File: config.mk
export PLATFORM = sky130hd
export DESIGN_NAME = fifo_uart_tx
export DESIGN_NICKNAME = d
export VERILOG_FILES = /design/src/rtl/fifo_uart_tx.sv
export SDC_FILE = /design/constraint.sdc
export NUM_CORES = 1
export LEC_CHECK = 0
export CORE_ASPECT_RATIO = 1.75
export CORE_MARGIN = 2
export CORE_UTILIZATION = 40
export DETAILED_ROUTE_END_ITERATION = 12
export GPL_TIMING_DRIVEN = 1
export SLEW_MARGIN = 20
export SYNTH_ARGS = -nofsm -noshare
export SYNTH_HDL_FRONTEND = slang
export SYNTH_SLANG_ARGS = --single-unit
export TNS_END_PERCENT = 100
File: constraint.sdc
create_clock -name clk -period 6.4 [get_ports clk]
set_clock_uncertainty 0.1 [all_clocks]
set_input_delay 0.96 -clock clk [delete_from_list [all_inputs] [get_ports clk]]
set_output_delay 0.96 -clock clk [all_outputs]
set_load 0.03 [all_outputs]
File: src/rtl/fifo_uart_tx.sv
// Read-side drain of the byte FIFO: pops one word at a time and sends it as an
// async serial frame (start, data LSB first, optional even parity, one stop).
// Optional parity bit is built when FIFO_UART_TX_PARITY_EN is defined.
module fifo_uart_tx #(
    parameter int unsigned WIDTH        = 8,
    parameter int unsigned CLKS_PER_BIT = 16
) (
    input  logic             clk,
    input  logic             rst_n,
    input  logic             fifo_empty,
    output logic             fifo_rd_en,
    input  logic [WIDTH-1:0] fifo_rd_data,
    input  logic             tx_enable,
    output logic             tx,
    output logic             busy,
    output logic             tx_done
);

    localparam int unsigned BAUD_W = (CLKS_PER_BIT > 1) ? $clog2(CLKS_PER_BIT) : 1;
    localparam int unsigned BIT_W  = (WIDTH > 1) ? $clog2(WIDTH) : 1;
    localparam logic [BAUD_W-1:0] BAUD_LAST = BAUD_W'(CLKS_PER_BIT - 1);
    localparam logic [BIT_W-1:0]  BIT_LAST  = BIT_W'(WIDTH - 1);

`ifdef FIFO_UART_TX_PARITY_EN
    typedef enum logic [2:0] {
        ST_IDLE   = 3'd0,
        ST_LOAD   = 3'd1,
        ST_START  = 3'd2,
        ST_DATA   = 3'd3,
        ST_PARITY = 3'd4,
        ST_STOP   = 3'd5
    } state_t;
`else
    typedef enum logic [2:0] {
        ST_IDLE  = 3'd0,
        ST_LOAD  = 3'd1,
        ST_START = 3'd2,
        ST_DATA  = 3'd3,
        ST_STOP  = 3'd5
    } state_t;
`endif

    state_t             state, state_next;
    logic [BAUD_W-1:0]  baud_cnt, baud_next;
    logic [BIT_W-1:0]   bit_idx, bit_next;
    logic [WIDTH-1:0]   shift_reg, shift_next;
    logic               tx_next, busy_next, done_next;
    logic               baud_last;
    logic               pop;

    // Pop request is combinational so the FIFO presents data during LOAD.
    assign pop        = rst_n && (state == ST_IDLE) && tx_enable && !fifo_empty;
    assign fifo_rd_en = pop;
    assign baud_last  = (baud_cnt == BAUD_LAST);

    always_ff @(posedge clk) begin
        if (!rst_n) begin
            state     <= ST_IDLE;
            baud_cnt  <= '0;
            bit_idx   <= '0;
            shift_reg <= '0;
            tx        <= 1'b1;
            busy      <= 1'b0;
            tx_done   <= 1'b0;
        end else begin
            state     <= state_next;
            baud_cnt  <= baud_next;
            bit_idx   <= bit_next;
            shift_reg <= shift_next;
            tx        <= tx_next;
            busy      <= busy_next;
            tx_done   <= done_next;
        end
    end

    // Next-state and counters; outputs are derived from the next values so
    // they can be registered without adding a cycle of latency.
    always_comb begin
        state_next = state;
        baud_next  = baud_cnt;
        bit_next   = bit_idx;
        shift_next = shift_reg;
        tx_next    = 1'b1;
        busy_next  = 1'b0;
        done_next  = 1'b0;

        case (state)
            ST_IDLE: begin
                if (pop) state_next = ST_LOAD;
            end
            ST_LOAD: begin
                shift_next = fifo_rd_data;
                baud_next  = '0;
                state_next = ST_START;
            end
            ST_START: begin
                if (baud_last) begin
                    baud_next  = '0;
                    bit_next   = '0;
                    state_next = ST_DATA;
                end else begin
                    baud_next = baud_cnt + BAUD_W'(1);
                end
            end
            ST_DATA: begin
                if (baud_last) begin
                    baud_next = '0;
                    if (bit_idx == BIT_LAST) begin
`ifdef FIFO_UART_TX_PARITY_EN
                        state_next = ST_PARITY;
`else
                        state_next = ST_STOP;
`endif
                    end else begin
                        bit_next = bit_idx + BIT_W'(1);
                    end
                end else begin
                    baud_next = baud_cnt + BAUD_W'(1);
                end
            end
`ifdef FIFO_UART_TX_PARITY_EN
            ST_PARITY: begin
                if (baud_last) begin
                    baud_next  = '0;
                    state_next = ST_STOP;
                end else begin
                    baud_next = baud_cnt + BAUD_W'(1);
                end
            end
`endif
            ST_STOP: begin
                if (baud_last) begin
                    baud_next  = '0;
                    state_next = ST_IDLE;
                end else begin
                    baud_next = baud_cnt + BAUD_W'(1);
                end
            end
            default: begin
                state_next = ST_IDLE;
                baud_next  = '0;
            end
        endcase

        case (state_next)
            ST_START:  tx_next = 1'b0;
            ST_DATA:   tx_next = shift_next[bit_next];
`ifdef FIFO_UART_TX_PARITY_EN
            ST_PARITY: tx_next = ^shift_next;
`endif
            default:   tx_next = 1'b1;
        endcase

        busy_next = (state_next != ST_IDLE);
        done_next = (state_next == ST_STOP) && (baud_next == BAUD_LAST);
    end

endmodule
[Word-level counts from Yosys, hierarchy flattened]
Cells that the tools add are included.
Word-level totals
  register bits after elaboration: 21
  word-level logic and storage cells: 44
Operators by class
  add/sub/neg operators: 2
  magnitude comparators: 1
  equality and inequality tests: 10
  multiplexer cells: 16
  reduce and logical (&&, ||, !) cells: 8
Operators with widths (number)
  3-bit 2-to-1 mux: 8
  3-bit case mux with 5 select lines: 1
  3-bit by 2-bit == test with 1-bit output, second input constant: 4
  3-bit == test, second input constant: 3
  4-bit == test, second input constant: 2
  8-bit 2-to-1 mux: 1
  4-bit case mux with 2 select lines: 1
  3-bit case mux with 2 select lines: 1
  4-bit by 1-bit adder with 4-bit output, second input constant: 1
  1-bit logical AND: 4
  3-bit by 4-bit < comparator with 1-bit output, second input constant: 1
  4-bit 2-to-1 mux: 1
  3-bit by 1-bit adder with 3-bit output, second input constant: 1
  1-bit binary-select mux with 3-bit select: 1
  3-bit by 1-bit == test with 1-bit output, second input constant: 1
  3-bit logical NOT: 1
  3-bit nonzero test: 1
  3-bit OR reduction: 1
  1-bit case mux with 2 select lines: 1
  1-bit logical NOT: 1
  1-bit 2-to-1 mux: 1

[Logic depth before layout (Yosys ltp)]
Gate-level depths: netlist of run 1.
  depth in word-level cells: 8
  depth in mapped cells: 8
  mapped depth without buffers: 7

[Least setup slack after synthesis of run 1]
OpenSTA, ideal clock, no wires.
  path type: input to output
  start point: input port fifo_empty
  end point: output port fifo_rd_en
  data arrival time: 1.387 ns
  required time: 5.340 ns
  slack: 3.953 ns
  cell stages on the path: 1
  buffers on the path: 0
  cells stage by stage: and4b_1
On the way
  cells in the longest elaborated chain, start to end: 2
RTL lines
  start: declaration: RTL line 10  | input logic fifo_empty,
  1-bit logical NOT: RTL line 52  | assign pop = rst_n && (state == ST_IDLE) && tx_enable && !fifo_empty;
  1-bit logical AND: RTL line 52
  end: declaration: RTL line 11  | output logic fifo_rd_en,
No other way between the ends.

[Worst setup path in the final report of run 1]
  start point: input port rst_n
  end point: output port fifo_rd_en
On the way
  cells in the longest elaborated chain, start to end: 3
RTL lines
  start: declaration: RTL line 9  | input logic rst_n,
  1-bit logical AND (3 in series): RTL line 52
No other way between the ends.

==> impl_metrics.yaml, run 1 <==
yosys:
  synth.avg_cell_area_um2: 9.30
  synth_top_area_share_pct: 38.6
  synthDistinctLibCells: 40
  yosys.area.top_type: "dfxtp_1"
  synthTopCellsByArea: "dfxtp_1 39%, mux2i_1 9.2%, nor2b_1 6.9%"
  netlist_area_um2: 1090
  seq_area_frac_synth_pct: 38.6
  synthCells: 117
  ys_ff_latch: 21
  synth_ff_type: "dfxtp_1"
  ys_warn_count: 0
  async_flop_share_pct: 0
  synth_edf_count: 0
  syn-num-nets: 131
die:
  rows: 25
  initial_core_util_pct: 40.9
  dieArea_um2: 3170
  die_w_um: 43.4
  die_h_um: 73.0
  io_pins: 16
  core_um2: 2660
sta:
  fin_crit_ps: 3820
  fmax_mhz: 262
  setup_tns_ps: 0
  setup_viol: 0
  rsz0062_at_grt: "false"
  finalHoldViolations: 0
  slew_viol_final: 0
  finalCritPeriodShare_pct: 59.7
  tightest_slew_ps: 795
  worst_slew_margin_rel_pct: 46.8
  setup_ws_ps: 2580
power:
  switching_share_pct: 22.6
  powerDensity_nw_per_um2: 192
  power_frac_seq_pct: 54.8
  pwr-share-clk_pct: 35.6
  vdd_drop_max_uv: 137
  leakagePower_nw: 0.496
  p_sw_mw: 0.0558
  power.internal_mw: 0.191
  combinationalPowerShare_pct: 9.6
route:
  wire_per_inst_um: 14.9
  vias: 910
  first_iter_violations: 14
  routed_wl_um: 2360
  dr.pass1.iters: 4
  ant_nets: 0
  vias_per_cell: 5.72
  drc: 0
clock_network:
  cts_resized: 0
  cts_hold_buf: 0
  cts-buffers-inserted: 3
  cts_sinks: 21
  clk_pin_slew_ps: 80
  clk_latency_ps: 260
  root_buffer: "clkbuf_8"
  cts_tree: "done"
  h-tree-depth: 1
  clk_path_buf_depth: 2
  postCtsSetupBuffers: 0
place:
  place_ws_ps: 2580
  place_congestion: 0.740
  place_hpwl_um: 1800
  io_buffers: 15
final_layout:
  diodes: 0
  largest_reg_flops: 8
  n_fill_cell: 251
  drive_above_1_share_pct: 8.33
  syn_to_final_growth_pct: 18.3
  final_common_cell: "dfxtp_1"
  final_net_count: 147
  final_cell_mix: "21 x dfxtp_1, 15 x clkdlybuf4s50_1, 12 x nor2b_1"
grt:
  use_met3_pct: 2.23
  grt.total_usage_pct: 16.4
  use_met2_pct: 30.8
  met1_usage_pct: 17.0
  top_usage_layer: "met2"
  antenna_found_initial: 0
  grt.overflow.total: 0
  grt_max_degree: 20
  grt_pass1_wl_um: 3860
  grt_pass1_vias: 872
job:
  maxCapViolCount: 0
setup_path:
  startpoint_type: "input port"
  endpoint_kind: "output pin"
  critPathRequiredTime_ps: 5340
  worstSetupPathType: "input port to output pin"
  crit_fanout: 19
  cp.arrival_ps: 2760
outcome:
  status: "complete, no violations"
min_path:
  hold_class: "flip-flop to flip-flop"
==> power by group through the flow <==
stage / logic [mW] / registers (mW) / clock network [mW]
final: 0.0236 / 0.135 / 0.0880
after global routing: 0.0255 / 0.135 / 0.0944
after CTS: 0.0239 / 0.135 / 0.0897
after detailed placement: 0.0238 / 0.138 / 0
after global placement: 0.0234 / 0.138 / 0
after floorplan: 0.0121 / 0.139 / 0
==> worst max-delay path: stages <==
cell	delay (ps)
clkdlybuf4s50_1	820
and4b_1	300
clkdlybuf4s50_1	670
==> Yosys cell counts, drive strengths merged, types with 3 or more instances <==
cell / instances
dfxtp: 21
nor2b: 12
mux2i: 10
o21ai: 10
nand2: 7
and2: 6
and3: 4
nand4: 4
a21oi: 3
nand3: 3
nor2: 3
==> layout make-up <==
type	instances	area, um^2	share of cell area, %
timing repair buffer	15	150	11.7
sequential	21	420	32.7
inverter	2	7.51	0.583
multi-input combinational	90	631	49.0
tap	27	33.8	2.62
clock buffer	4	45.0	3.50
==> final timing paths <==
path | cells past startpoint | slack (ps) | startpoint | endpoint
worst max-delay path | 3 | 2580 | rst_n | fifo_rd_en
worst max register to register | 6 | 3810 | state[0] | tx
worst min-delay path | 2 | 410 | shift_reg[7] | shift_reg[7]
worst min register to register | 2 | 410 | shift_reg[7] | shift_reg[7]
==> logic make-up after synthesis <==
family	after synthesis	synth area share (%)
AO/OA/AOI/OAI	26	16.0
AND/OR/NAND/NOR	50	28.4
flip-flops	21	38.6
buffers and inverters	6	3.45
adder cells (fa/ha/maj)	2	2.30
multiplexers	12	11.3
==> layer usage <==
| layer | vias to the layer above | wire length (um) |
|---|---|---|
| met2 | 24 | 1330 |
| li1 | 453 | - |
| met5 | - | 0 |
| met4 | 0 | 40 |
| met1 | 428 | 909 |
| met3 | 5 | 87 |
==> through the flow <==
stage	area (um^2)	hold WS, ps	util [%]	power [mW]	std cells
after detailed placement	1240	397	46.7	0.162	155
after global routing	1290	440	48.4	0.255	159
after floorplan	1090	370	-	0.151	117
final	1290	413	48.4	0.247	159
after global placement	1240	389	46.7	0.162	155
after CTS	1290	419	48.4	0.249	159
Power figures use the tool's default switching activity.
==> run 2, diff against run 1 <==
==> constraint.sdc (replaced) <==
create_clock -name clk -period 3.2 [get_ports clk]
set_clock_uncertainty 0.1 [all_clocks]
set_input_delay 0.48 -clock clk [delete_from_list [all_inputs] [get_ports clk]]
set_output_delay 0.48 -clock clk [all_outputs]
set_load 0.03 [all_outputs]
==> run 2 against run 1 <==
Effect of this change:
- clock-buffer cell count shrank 1
- global-route usage up 0.58 points
- combinational power is 110% higher
- register-to-register slack lost 3000 ps
- sequential power grew 100%
- core utilization grew 0.61 points
- non-clock buffer count up 2
- critical endpoint unchanged
- largest power group unchanged
==> impl_metrics.yaml, run 2 (synthesized netlist as in run 1, its figures left out) <==
outcome:
  status: "complete, no violations"
sta:
  fmax_mhz: 358
  setup_tns_ps: 0
  finalHoldViolations: 0
  setup_viol: 0
  fin_crit_ps: 2790
  finalCritPeriodShare_pct: 87.3
  setup_ws_ps: 405
  worst_slew_margin_rel_pct: 63.8
  rsz0062_at_grt: "false"
  slew_viol_final: 0
  tightest_slew_ps: 539
  hold_slack_ps: 407
setup_path:
  slowest_delay_ps: 680
  startpoint_type: "flip-flop"
  cp.arrival_ps: 2210
  crit_fanout: 14
  critPathRequiredTime_ps: 2620
  path_cells: "nor3_1, and4b_1, clkdlybuf4s50_1"
  worstSetupPathType: "flip-flop to output pin"
  endpoint_kind: "output pin"
  cp_slowest_cell: "clkdlybuf4s50_1"
place:
  placed_area_um2: 1260
  place_congestion: 0.836
  place_hpwl_um: 1790
  io_buffers: 15
  place_ws_ps: 683
final_layout:
  final_net_count: 149
  largest_reg_flops: 8
  final_common_cell: "dfxtp_1"
  diodes: 0
  syn_to_final_growth_pct: 19.8
  drive_above_1_share_pct: 10.4
  final_cell_mix: "21 x dfxtp_1, 15 x clkdlybuf4s50_1, 12 x nor2b_1"
  stdcell_area_um2: 1300
route:
  vias_per_cell: 5.77
  ant_nets: 0
  routed_wl_um: 2350
  vias: 929
  first_iter_violations: 27
  wire_per_inst_um: 14.6
  drc: 0
  dr.pass1.iters: 4
clock_network:
  postCtsSetupBuffers: 0
  cts-buffers-inserted: 3
  cts_sinks: 21
  cts_tree: "done"
  h-tree-depth: 1
  root_buffer: "clkbuf_8"
  clk_path_buf_depth: 2
  clk_pin_slew_ps: 80
  cts_resized: 0
  cts_hold_buf: 0
  clk_latency_ps: 250
power:
  powerDensity_nw_per_um2: 376
  p_total_mw: 0.490
  leakagePower_nw: 0.509
  vdd_drop_max_uv: 225
die:
  initial_core_util_pct: 40.9
  core_um2: 2660
  rows: 25
  io_pins: 16
  die_h_um: 73.0
  die_w_um: 43.4
  dieArea_um2: 3170
grt:
  grt_pass1_vias: 932
  antenna_found_initial: 0
  grt.overflow.total: 0
  grt_pass1_wl_um: 4120
  grt_max_degree: 19
  grt.total_usage_pct: 17.0
min_path:
  hold_class: "flip-flop to flip-flop"
job:
  maxCapViolCount: 0
[run 2: cell count changes in the layout (fill, tap and decap cells not counted), sizes merged]
cell	previous run	this run
clkbuf	4	3
clkinv	0	1
buf	0	2
[run 2: area by class of cell]
type | count | area [um^2]
Clock buffer | 3 | 41.3
Multi-Input combinational cell | 90 | 631
Inverter | 2 | 7.51
Tap cell | 27 | 33.8
Clock inverter | 1 | 5.00
Fill cell | 270 | 1360
Timing Repair Buffer | 17 | 165
Sequential cell | 21 | 420
[run 2: per-layer routing]
metal  vias up  share of wire, %  global-route usage, %  routed length [um]
li1        461                 -                      -                   -
met1       448                42                   19.4                 990
met2        18                54                   30.7                1270
met3         2               3.1                   2.48                  72
met4         0               1.0                   6.73                  24
met5         -                 0                      0                   0
[run 2: path summary, 6_finish.rpt]
path                startpoint           end  slack (ps)  cells after the start
setup / recovery      state[0]    fifo_rd_en         410                      3
hold / removal    shift_reg[7]  shift_reg[7]         410                      2
setup reg to reg   baud_cnt[0]            tx         790                      7
hold reg to reg   shift_reg[7]  shift_reg[7]         410                      2
[run 2: critical path: cells and delay by family, from the launching register on]
family                 cells  cell delay (ps)
and+or+nand+nor            2              840
buffers and inverters      1              680
DFF                        1              440
[run 2: metrics by stage]
| stage | std cells | util [%] |
|---|---|---|
| floorplan | 117 | - |
| finish | 161 | 49.0 |
| detailed placement | 157 | 47.3 |
| global route | 161 | 49.0 |
| global placement | 157 | 47.3 |
| CTS | 161 | 49.0 |
[run 2: where the power goes]
part	switching, mW	total, mW	internal [mW]
sequential	0.00429	0.270	0.266
clock	0.0838	0.170	0.0865
combinational	0.0211	0.0492	0.0281
